<file path="src/rtl/conv33_window.sv">
// rtl/conv33_window.sv - 3x3 sliding-window generator over a raster pixel stream (optional CONV33_WIN_STRIDE2_EN)
module conv33_window #(
    parameter int DATA_WIDTH = 8,
    parameter int IMG_W      = 28,
    parameter int IMG_H      = 28
) (
    input  logic                         clk,
    input  logic                         rst,
    input  logic signed [DATA_WIDTH-1:0] pix_in,
    input  logic                         pix_valid,
    input  logic                         sof,
    output logic signed [DATA_WIDTH-1:0] data_0_0,
    output logic signed [DATA_WIDTH-1:0] data_0_1,
    output logic signed [DATA_WIDTH-1:0] data_0_2,
    output logic signed [DATA_WIDTH-1:0] data_1_0,
    output logic signed [DATA_WIDTH-1:0] data_1_1,
    output logic signed [DATA_WIDTH-1:0] data_1_2,
    output logic signed [DATA_WIDTH-1:0] data_2_0,
    output logic signed [DATA_WIDTH-1:0] data_2_1,
    output logic signed [DATA_WIDTH-1:0] data_2_2,
    output logic                         conv33_en,
    output logic                         frame_done,
    output logic                         busy
);
    localparam int CW = $clog2(IMG_W);
    localparam int RW = $clog2(IMG_H);
    localparam logic [CW-1:0] COL_LAST = CW'(IMG_W - 1);
    localparam logic [RW-1:0] ROW_LAST = RW'(IMG_H - 1);

    typedef enum logic [1:0] {IDLE, FILL, RUN, DONE} state_t;

    state_t        state;
    state_t        state_nxt;
    logic [CW-1:0] col;
    logic [RW-1:0] row;
    logic [CW-1:0] x;
    logic [RW-1:0] y;
    logic          restart;
    logic          accept;
    logic          at_row_end;
    logic          at_last;
    logic          win_ok;

    logic signed [DATA_WIDTH-1:0] win [3][3];
    logic signed [DATA_WIDTH-1:0] lb0 [IMG_W];
    logic signed [DATA_WIDTH-1:0] lb1 [IMG_W];

    // Pixel acceptance and its effective coordinate; sof forces (0,0) so an abort restarts cleanly
    always_comb begin
        restart    = pix_valid && sof;
        accept     = restart || (pix_valid && (state == FILL || state == RUN));
        x          = restart ? '0 : col;
        y          = restart ? '0 : row;
        at_row_end = (x == COL_LAST);
        at_last    = at_row_end && (y == ROW_LAST);
        win_ok     = (y >= RW'(2)) && (x >= CW'(2));
`ifdef CONV33_WIN_STRIDE2_EN
        // y,x >= 2 and even means the window's top-left corner is on an even grid point
        win_ok     = win_ok && !y[0] && !x[0];
`endif
    end

    // State register
    always_ff @(posedge clk) begin
        if (!rst) begin
            state <= IDLE;
        end else begin
            state <= state_nxt;
        end
    end

    // Next-state logic: frame progression, with sof able to restart from any state
    always_comb begin
        state_nxt = state;
        case (state)
            IDLE: begin
                if (restart) state_nxt = FILL;
            end
            FILL: begin
                if (restart) state_nxt = FILL;
                else if (accept && at_row_end && y == RW'(1)) state_nxt = RUN;
            end
            RUN: begin
                if (restart) state_nxt = FILL;
                else if (accept && at_last) state_nxt = DONE;
            end
            DONE: begin
                state_nxt = restart ? FILL : IDLE;
            end
            default: state_nxt = IDLE;
        endcase
    end

    // Status outputs decoded from the state
    always_comb begin
        busy       = (state == FILL) || (state == RUN);
        frame_done = (state == DONE);
    end

    // Raster counters, window shift registers and the registered window enable
    always_ff @(posedge clk) begin
        if (!rst) begin
            col       <= '0;
            row       <= '0;
            conv33_en <= 1'b0;
            for (int r = 0; r < 3; r++) begin
                for (int c = 0; c < 3; c++) begin
                    win[r][c] <= '0;
                end
            end
        end else begin
            conv33_en <= accept && win_ok;
            if (accept) begin
                col <= at_row_end ? '0 : x + CW'(1);
                if (at_last) begin
                    row <= '0;
                end else if (at_row_end) begin
                    row <= y + RW'(1);
                end else begin
                    row <= y;
                end
                for (int r = 0; r < 3; r++) begin
                    win[r][0] <= win[r][1];
                    win[r][1] <= win[r][2];
                end
                win[0][2] <= lb0[x];
                win[1][2] <= lb1[x];
                win[2][2] <= pix_in;
            end
        end
    end

    // Two-row line buffer; contents need no reset because every read column is rewritten before use
    always_ff @(posedge clk) begin
        if (accept) begin
            lb0[x] <= lb1[x];
            lb1[x] <= pix_in;
        end
    end

    assign data_0_0 = win[0][0];
    assign data_0_1 = win[0][1];
    assign data_0_2 = win[0][2];
    assign data_1_0 = win[1][0];
    assign data_1_1 = win[1][1];
    assign data_1_2 = win[1][2];
    assign data_2_0 = win[2][0];
    assign data_2_1 = win[2][1];
    assign data_2_2 = win[2][2];

endmodule

</file>
<file path="config.mk">
export PLATFORM = sky130hd
export DESIGN_NAME = conv33_window
export DESIGN_NICKNAME = d
export VERILOG_FILES = /design/src/rtl/conv33_window.sv
export SDC_FILE = /design/constraint.sdc
export NUM_CORES = 1
export LEC_CHECK = 0
export CAP_MARGIN = 5
export CORE_ASPECT_RATIO = 0.6
export CORE_MARGIN = 10
export CORE_UTILIZATION = 30
export DETAILED_ROUTE_END_ITERATION = 6
export SETUP_SLACK_MARGIN = 0.15
export SYNTH_ARGS = -nofsm -noshare
export SYNTH_HDL_FRONTEND = slang
export SYNTH_SLANG_ARGS = --single-unit
</file>
<file path="constraint.sdc">
create_clock -name clk -period 10.1 [get_ports clk]
set_input_delay 2.02 -clock clk [delete_from_list [all_inputs] [get_ports clk]]
set_output_delay 2.02 -clock clk [all_outputs]
set_load 0.02 [all_outputs]
</file>
Word-level counts from Yosys, hierarchy flattened:

Memories as Yosys holds them, arrays and structs flattened.
Index checks and enable logic that the tools add are counted.

* muxes and demuxes: 26
* bitwise gates (word level): 9
* eq/ne operators: 9
* $lt $le $gt $ge: 2
* reductions and logical operators: 12
* $add $sub $neg: 2

Operators by type and width (number)
* $mux 8: 9
* $mux 5: 5
* $add 5x1->5 const B: 2
* $eq 5x5->1 const B: 2
* $ge 5x2->1 const B: 2
* $mux 2: 5
* $or 1x1->1: 9
* $logic_and 1x1->1: 8
* $pmux 2 s4: 1
* $mux 1: 6
* $eq 5x1->1 const B: 1
* $eq 2x2->1 const B: 2
* $ne 3x2->1 const B: 1
* $ne 3x3->1 const B: 1
* $reduce_and 3->1: 1
* $eq 2x1->1 const B: 1
* $logic_not 2->1: 1
* $logic_or 1x1->1: 2
* $ne 2x2->1 const B: 1

* logic and storage cells: 67
* bits in writable memories: 520
* flip-flop bits (word level): 13
* memories: 3

Memories
* lb0: words 28, width 8, read ports 1, clocked after Yosys merged registers in 0, wr ports 1, line 45 `logic signed [DATA_WIDTH-1:0] lb0 [IMG_W];`
* lb1: words 28, width 8, read ports 1, clocked after Yosys merged registers in 0, wr ports 1, line 46 `logic signed [DATA_WIDTH-1:0] lb1 [IMG_W];`
* win: words 3, width 24, read ports 3, clocked after Yosys merged registers in 0, wr ports 3, line 44 `logic signed [DATA_WIDTH-1:0] win [3][3];`

Longest topological paths before layout:

Gate-level depths: netlist of run 1.

* word-level depth: 9
* gate-level depth with buffers: 15
* mapped depth without buffers: 10

Worst setup path before layout of run 1:

OpenSTA, ideal clock, no wires.

* kind: input to register
* start point: in sof
* end point: mem lb0[15][0], enable pin
* arrival: 4459 ps
* cell stages on the path: 8
* path buffers: 3
* setup slack: 5230 ps
* library setup time: 412 ps
* data required time: 9688 ps
* path through: buf_2 > nand2_2 > and2_1 > clkbuf_1 > clkbuf_1 > ha_1 > nand2_1 > nor3_1

* longest elaborated chain between the ends: 4

Ends and longest elaborated chain
* from (decl): line 11 `input logic sof,`
* $logic_and 1x1->1 *: line 50 `restart = pix_valid && sof;`
* $logic_or 1x1->1: line 51 `accept = restart || (pix_valid && (state == FILL || state == RUN));`
* $mux 1: line 135 `if (accept) begin`
* $mux 1 (not written as such): line 136 `lb0[x] <= lb1[x];`
* to (decl): line 45

Every way passes the cells marked *; elsewhere a longest branch is shown, timed or not.

Worst setup path after layout of run 1:

* start point: in sof
* end point: mem lb0[17][7] (data pin)

* longest elaborated chain between the ends: 3

Ends and longest elaborated chain
* $logic_and 1x1->1: line 50
* $mux 5: line 52 `x = restart ? '0 : col;`
* $mem_v2 28x8

No other way between the ends.

==> reports/results.txt, run 1 <==
status - finished clean
layout cells sized above 1 - 13.8%
synth-to-layout area growth - 16.0%
io pins - 87
min-delay src - row[4]
Reg-to-Reg End - lb0[6][5]
First-pass DRT Iterations - 5
GRT Overall Usage - 13.3%
CTS tree - built
synthesized net count - 1449
Post-DRT Antenna Nets - 0
total power - 4.60 mW
Tmin final - 5.94 ns
vias in the first global route - 12129
Worst Hold Path Cells - 1
Post-synth ARST share - 0%
initial antenna violation count - 6
Die Height - 229 um
Synth Register Bits - 533
P_leak - 8.01 nW
MaxCap Viol Count - 0
clock group share of total power - 37.1%
Clock Latency Late Sink - 0.59 ns
Post-synth EDFFs - 520
post-CTS setup buffer count - 0
CP Max Fanout - 42
Setup TNS - 0 ns
cell count after synthesis - 1425
sw frac - 23.8%
WP data required - 10.33 ns
Routed wire per std cell - 23.2 um
HP Class - flip-flop to flip-flop
Fin. Hold Viols - 0
Worst-Margin Slew - 1.11 ns
number of placed cells counting well taps - 2436
reg2reg path depth - 7
Clock transition at path regs - 0.07 ns
Tcrit/Tclk final - 58.8%
Max-slew headroom - 26.2%
first-pass GRT wire length - 85.0 mm
Achievable Freq - 168 MHz
startpoint types - input pin
CTS Hold Bufs - 0
number of synthesis warnings - 0
Initial Util - 30.3%
CTS root buf - clkbuf_16
final slew viol count - 0
pre-CTS setup slack - 3.68 ns
final worst setup slack - 4.16 ns
final setup vio count - 0
VDD IR-drop max - 0.112 mV
Clock Sinks - 533
hold worst-path end - row[4]
Avg Cell Area, Syn - 15.3 um2
die area - 0.0840 mm2
nets@finish - 1533
Chip Width - 367 um
GPL Wtd Cong - 0.872
largest net degree at the start of global routing - 138
RSZ-0062 raised after global routing - false
drt drc - 0
Via Count - 12861
pwr dens - 183 mW/mm2
post-synthesis sequential area ratio - 73.0%
Sw Pwr - 1.10 mW
Yosys cell types - 54
Reg2Reg Setup Slack - 6.16 ns
Most used DFF post-synth - edfxtp_1
DRT Wirelength - 58.4 mm
clock buffer depth - 3
site row count - 76
Hold WS - 0.499 ns
vias per cell - 5.10
most frequent cells in the layout - edfxtp_1 (520), a21oi_1 (133), nor2_1 (111)
sequential share of power - 54.7%
core area - 0.0718 mm2
Cell Area, Synth - 0.0217 mm2
reg2reg start - col[0]
Setup crit end kind - flip-flop
CTS H-tree lvls - 2
WS Path Type - input pin to flip-flop
# resized after CTS - 0
initial DRC count - 1544
Int Pwr - 3.51 mW
Comb power frac - 8.2%
IO buf count - 86
clock skew - 0.0315 ns
Post-DP HPWL - 37.4 mm
overflow left after global routing - 0
Worst EP arrival - 6.17 ns
most common cell after layout, fill and taps aside - edfxtp_1
cts bufs inserted - 46
Final Non-Filler Cells - 2521
[final cells by class]
type,count,area (um2)
diodes,1,2.50
clock buffers,62,1230
clock inverters,22,155
fillers,6800,46600
inverters,9,33.8
multi-input cells,786,5470
flip-flops and latches,533,15900
well taps,975,1220
repair buffers,133,1230
[per-stage QoR]
stage                     instance area (um2)  utilization [%]
after global routing                    25200             35.1
after global placement                  23800             33.2
final                                   25200             35.1
after floorplan                         21700                -
after detailed placement                23800             33.2
after CTS                               25200             35.1
[cell families (layout without fill, tap and decap cells)]
group / after synthesis / count (layout) / synth area share (%)
buffers and inverters: 106 / 226 / 2.13
AND/OR/NAND/NOR: 333 / 333 / 7.74
other: 0 / 1 / 0
multiplexers: 121 / 121 / 7.33
adder cells (fa/ha/maj): 12 / 12 / 0.691
XOR/XNOR: 1 / 1 / 0.0403
AO/OA/AOI/OAI: 319 / 319 / 9.03
flip-flops: 533 / 533 / 73.0
[worst max-delay path: stages]
cell and delay, ns:
clkdlybuf4s50_1 0.53, buf_4 0.33, nand2_2 0.37, and2_1 0.29
buf_4 0.29, inv_2 0.57, or2_1 0.34, o22ai_1 0.11
or3_1 0.35, nand2_1 0.10, a21o_1 0.82
[state kept, by name (all words and copies together) (netlist names)]
register and count:
row 5, conv33_en 1, lb0 224, col 5, state 2, win 72
lb1 224
[how the worst max path moves through the flow]
stage | startpoint | slack (ns) | endpoint
6_report | sof | 4.16 | lb0[17][7]
5_1_grt | sof | 3.93 | lb0[10][7]
4_1_cts | sof | 4.26 | lb0[19][2]
3_5_place_dp | sof | 3.68 | lb0[10][2]
3_3_place_gp | sof | 3.72 | lb0[10][6]
2_1_floorplan | sof | 5.23 | lb0[15][0]
[layer usage]
metal	wire, um	track usage [%]
met1	27500	20.6
met2	22600	17.0
met3	7430	5.54
met4	788	2.13
met5	50	0
[cell usage after synthesis, drive strengths merged (3+ instances only)]
library cell,number,area (um2)
mux2i,41,410
o31ai,3,22.5
a21oi,133,666
a22o,8,70.1
o221ai,34,298
o21a,10,75.1
clkbuf,45,169
nand3b,9,67.6
a211oi,22,165
nand2b,13,81.3
and2,80,500
and3,10,62.6
a21o,8,60.1
or2,4,25.0
o22ai,7,43.8
o211ai,9,67.6
mux4,25,563
mux2,55,619
a31oi,20,125
nor2b,16,100
nor3,15,85.1
ha,12,150
edfxtp,520,15600
nand2,50,190
inv,8,30.0
buf,52,260
o21ai,50,250
nand3,8,40.0
or3,10,62.6
nor2,112,420
dfxtp,13,260
a22oi,8,60.1
[power by group through the flow]
stage / sequential (mW) / clock (mW) / combinational (mW)
finish: 2.52 / 1.71 / 0.377
CTS: 2.52 / 1.73 / 0.376
global placement: 2.57 / 0 / 0.369
detailed placement: 2.57 / 0 / 0.375
floorplan: 2.58 / 0 / 0.189
global route: 2.52 / 1.83 / 0.405
(Power assumes the default switching activity.)
==> run 2: changes to the inputs <==
==> constraint.sdc (replaced) <==
create_clock -name clk -period 5.2 [get_ports clk]
set_input_delay 1.04 -clock clk [delete_from_list [all_inputs] [get_ports clk]]
set_output_delay 1.04 -clock clk [all_outputs]
set_load 0.02 [all_outputs]
==> run 2 against run 1 <==
Sequential power is 94% higher. Worst hold slack improved by 0.017 ns. Combinational power grew 100%. Critical path depth shrank 4. Die area unchanged. Non-clock buffer count is 34 higher. Clock skew fell by 0.0065 ns. Power up 99%. Setup slack worse by 3.0 ns.
==> reports/results.txt, run 2 (synthesis gave the netlist of run 1 again) <==
status - finished clean
Die Height - 229 um (unchanged)
largest net degree at the start of global routing - 79 (-43%)
reg2reg path depth - 6 (-1)
WS Path Type - input pin to flip-flop
die area - 0.0840 mm2 (unchanged)
post-route cell area - 0.0256 mm2 (+1.5%)
CP Buf/Inv Count - 2 (-2)
VDD IR-drop max - 0.216 mV (+93%)
Area after DPL - 0.0241 mm2 (+1.2%)
most common cell after layout, fill and taps aside - edfxtp_1
Largest regs - lb0 x224, lb1 x224, win x72
final slew viol count - 0 (unchanged)
Tmin final - 4.02 ns
io pins - 87 (unchanged)
largest stage delay on the critical path - 0.77 ns (-0.05 ns)
post-CTS setup buffer count - 0 (unchanged)
Critical path origin - pix_valid
IO buf count - 86 (unchanged)
cts bufs inserted - 46 (unchanged)
CTS H-tree lvls - 2 (unchanged)
Reg-to-Reg End - lb0[8][0]
min-delay src - row[4]
WP data required - 5.45 ns (-4.88 ns)
Cell Chain, Critical Path - clkdlybuf4s50_1 > and2_2 > buf_4 > a21oi_1 > or3_1 > nand2_1 > a21o_1
CTS root buf - clkbuf_16
HP Class - flip-flop to flip-flop
clock buffer depth - 3 (unchanged)
RSZ-0062 raised after global routing - false
First-pass DRT Iterations - 5 (unchanged)
initial antenna violation count - 2 (-4)
Post-DP HPWL - 40.4 mm (+8.0%)
Max-slew headroom - 17.9% (-8.3 points)
core area - 0.0718 mm2 (unchanged)
GRT Overall Usage - 14.0% (+0.70 points)
Clock Latency Late Sink - 0.60 ns (about the same)
final core occ - 35.7% (+0.54 points)
# resized after CTS - 0 (unchanged)
Worst EP arrival - 4.27 ns (-1.90 ns)
CP top delay family - buffers and inverters
hold worst-path end - row[4]
Setup TNS - 0 ns (unchanged)
DRT Wirelength - 61.4 mm (+5.2%)
Initial Util - 30.3% (unchanged)
Via Count - 13259 (+3.1%)
Slowest cell on crit path - a21o_1
layout cells sized above 1 - 15.8% (+2.0 points)
pwr dens - 358 mW/mm2 (+96%)
Clock Sinks - 533 (unchanged)
drt drc - 0 (unchanged)
Clock transition at path regs - 0.07 ns (about the same)
Chip Width - 367 um (unchanged)
GPL Wtd Cong - 0.898 (+2.9%)
vias per cell - 5.19 (+1.7%)
MaxCap Viol Count - 0 (unchanged)
first-pass GRT wire length - 88.7 mm (+4.3%)
vias in the first global route - 12598 (+3.9%)
startpoint types - input pin
initial DRC count - 1882 (+22%)
Worst-Margin Slew - 1.23 ns (+0.120 ns)
nets@finish - 1567 (+2.2%)
Reg2Reg Setup Slack - 1.59 ns (-4.57 ns)
Setup crit end kind - flip-flop
final setup vio count - 0 (unchanged)
clock skew - 0.0250 ns (-0.00647 ns)
CTS Hold Bufs - 0 (unchanged)
overflow left after global routing - 0 (unchanged)
Routed wire per std cell - 24.0 um (+3.8%)
CTS tree - built
Achievable Freq - 249 MHz
Tcrit/Tclk final - 77.3%
CP Max Fanout - 38 (-9.5%)
most frequent cells in the layout - edfxtp_1 (520), a21oi_1 (133), nor2_1 (111)
Fin. Hold Viols - 0 (unchanged)
synth-to-layout area growth - 17.8%
P_leak - 8.22 nW (+2.7%)
reg2reg start - col[4]
Post-DRT Antenna Nets - 0 (unchanged)
site row count - 76 (unchanged)
Worst Hold Path Cells - 1 (unchanged)
-- run 2: cell type report --
type | count | area, um2
fill | 6745 | 46200
sequential | 533 | 15900
multi-input combinational | 786 | 5470
timing repair buffer | 167 | 1510
tap | 975 | 1220
clock buffer | 55 | 1190
clock inverter | 30 | 302
inverter | 9 | 33.8
antenna | 1 | 2.50
-- run 2: per-layer routing --
layer / vias up / global-route usage (%) / part of all wire [%]
met5: - / 0 / 0
met4: 0 / 2.19 / 1.4
met3: 80 / 6.22 / 14
met2: 751 / 18.2 / 38
met1: 6699 / 21.2 / 46
li1: 5729 / - / -
-- run 2: worst max path at each step --
stage | cells past startpoint | end | slack, ns
finish | 7 | lb0[7][3] | 1.18
global route | 7 | lb0[7][3] | 1.12
CTS | 7 | lb0[5][3] | 1.32
detailed placement | 7 | lb0[2][3] | 0.71
global placement | 7 | lb0[4][0] | 0.83
floorplan | 8 | lb0[15][0] | 1.31
-- run 2: report_power, final --
group / internal, mW / leakage [nW] / switching [mW]
logic: 0.259 / 2.58 / 0.504
registers: 4.84 / 4.91 / 0.0538
clock network: 1.90 / 0.724 / 1.61
-- run 2: stage by stage --
| step | power [mW] | worst slack (ns) | instances | hold WS (ns) |
|---|---|---|---|---|
| after CTS | 9.22 | 1.32 | 2555 | 0.512 |
| after floorplan | 5.39 | 1.31 | 1425 | 0.438 |
| after global routing | 9.47 | 1.12 | 2555 | 0.541 |
| final | 9.17 | 1.18 | 2556 | 0.516 |
| after detailed placement | 5.75 | 0.706 | 2470 | 0.500 |
| after global placement | 5.73 | 0.826 | 2470 | 0.466 |
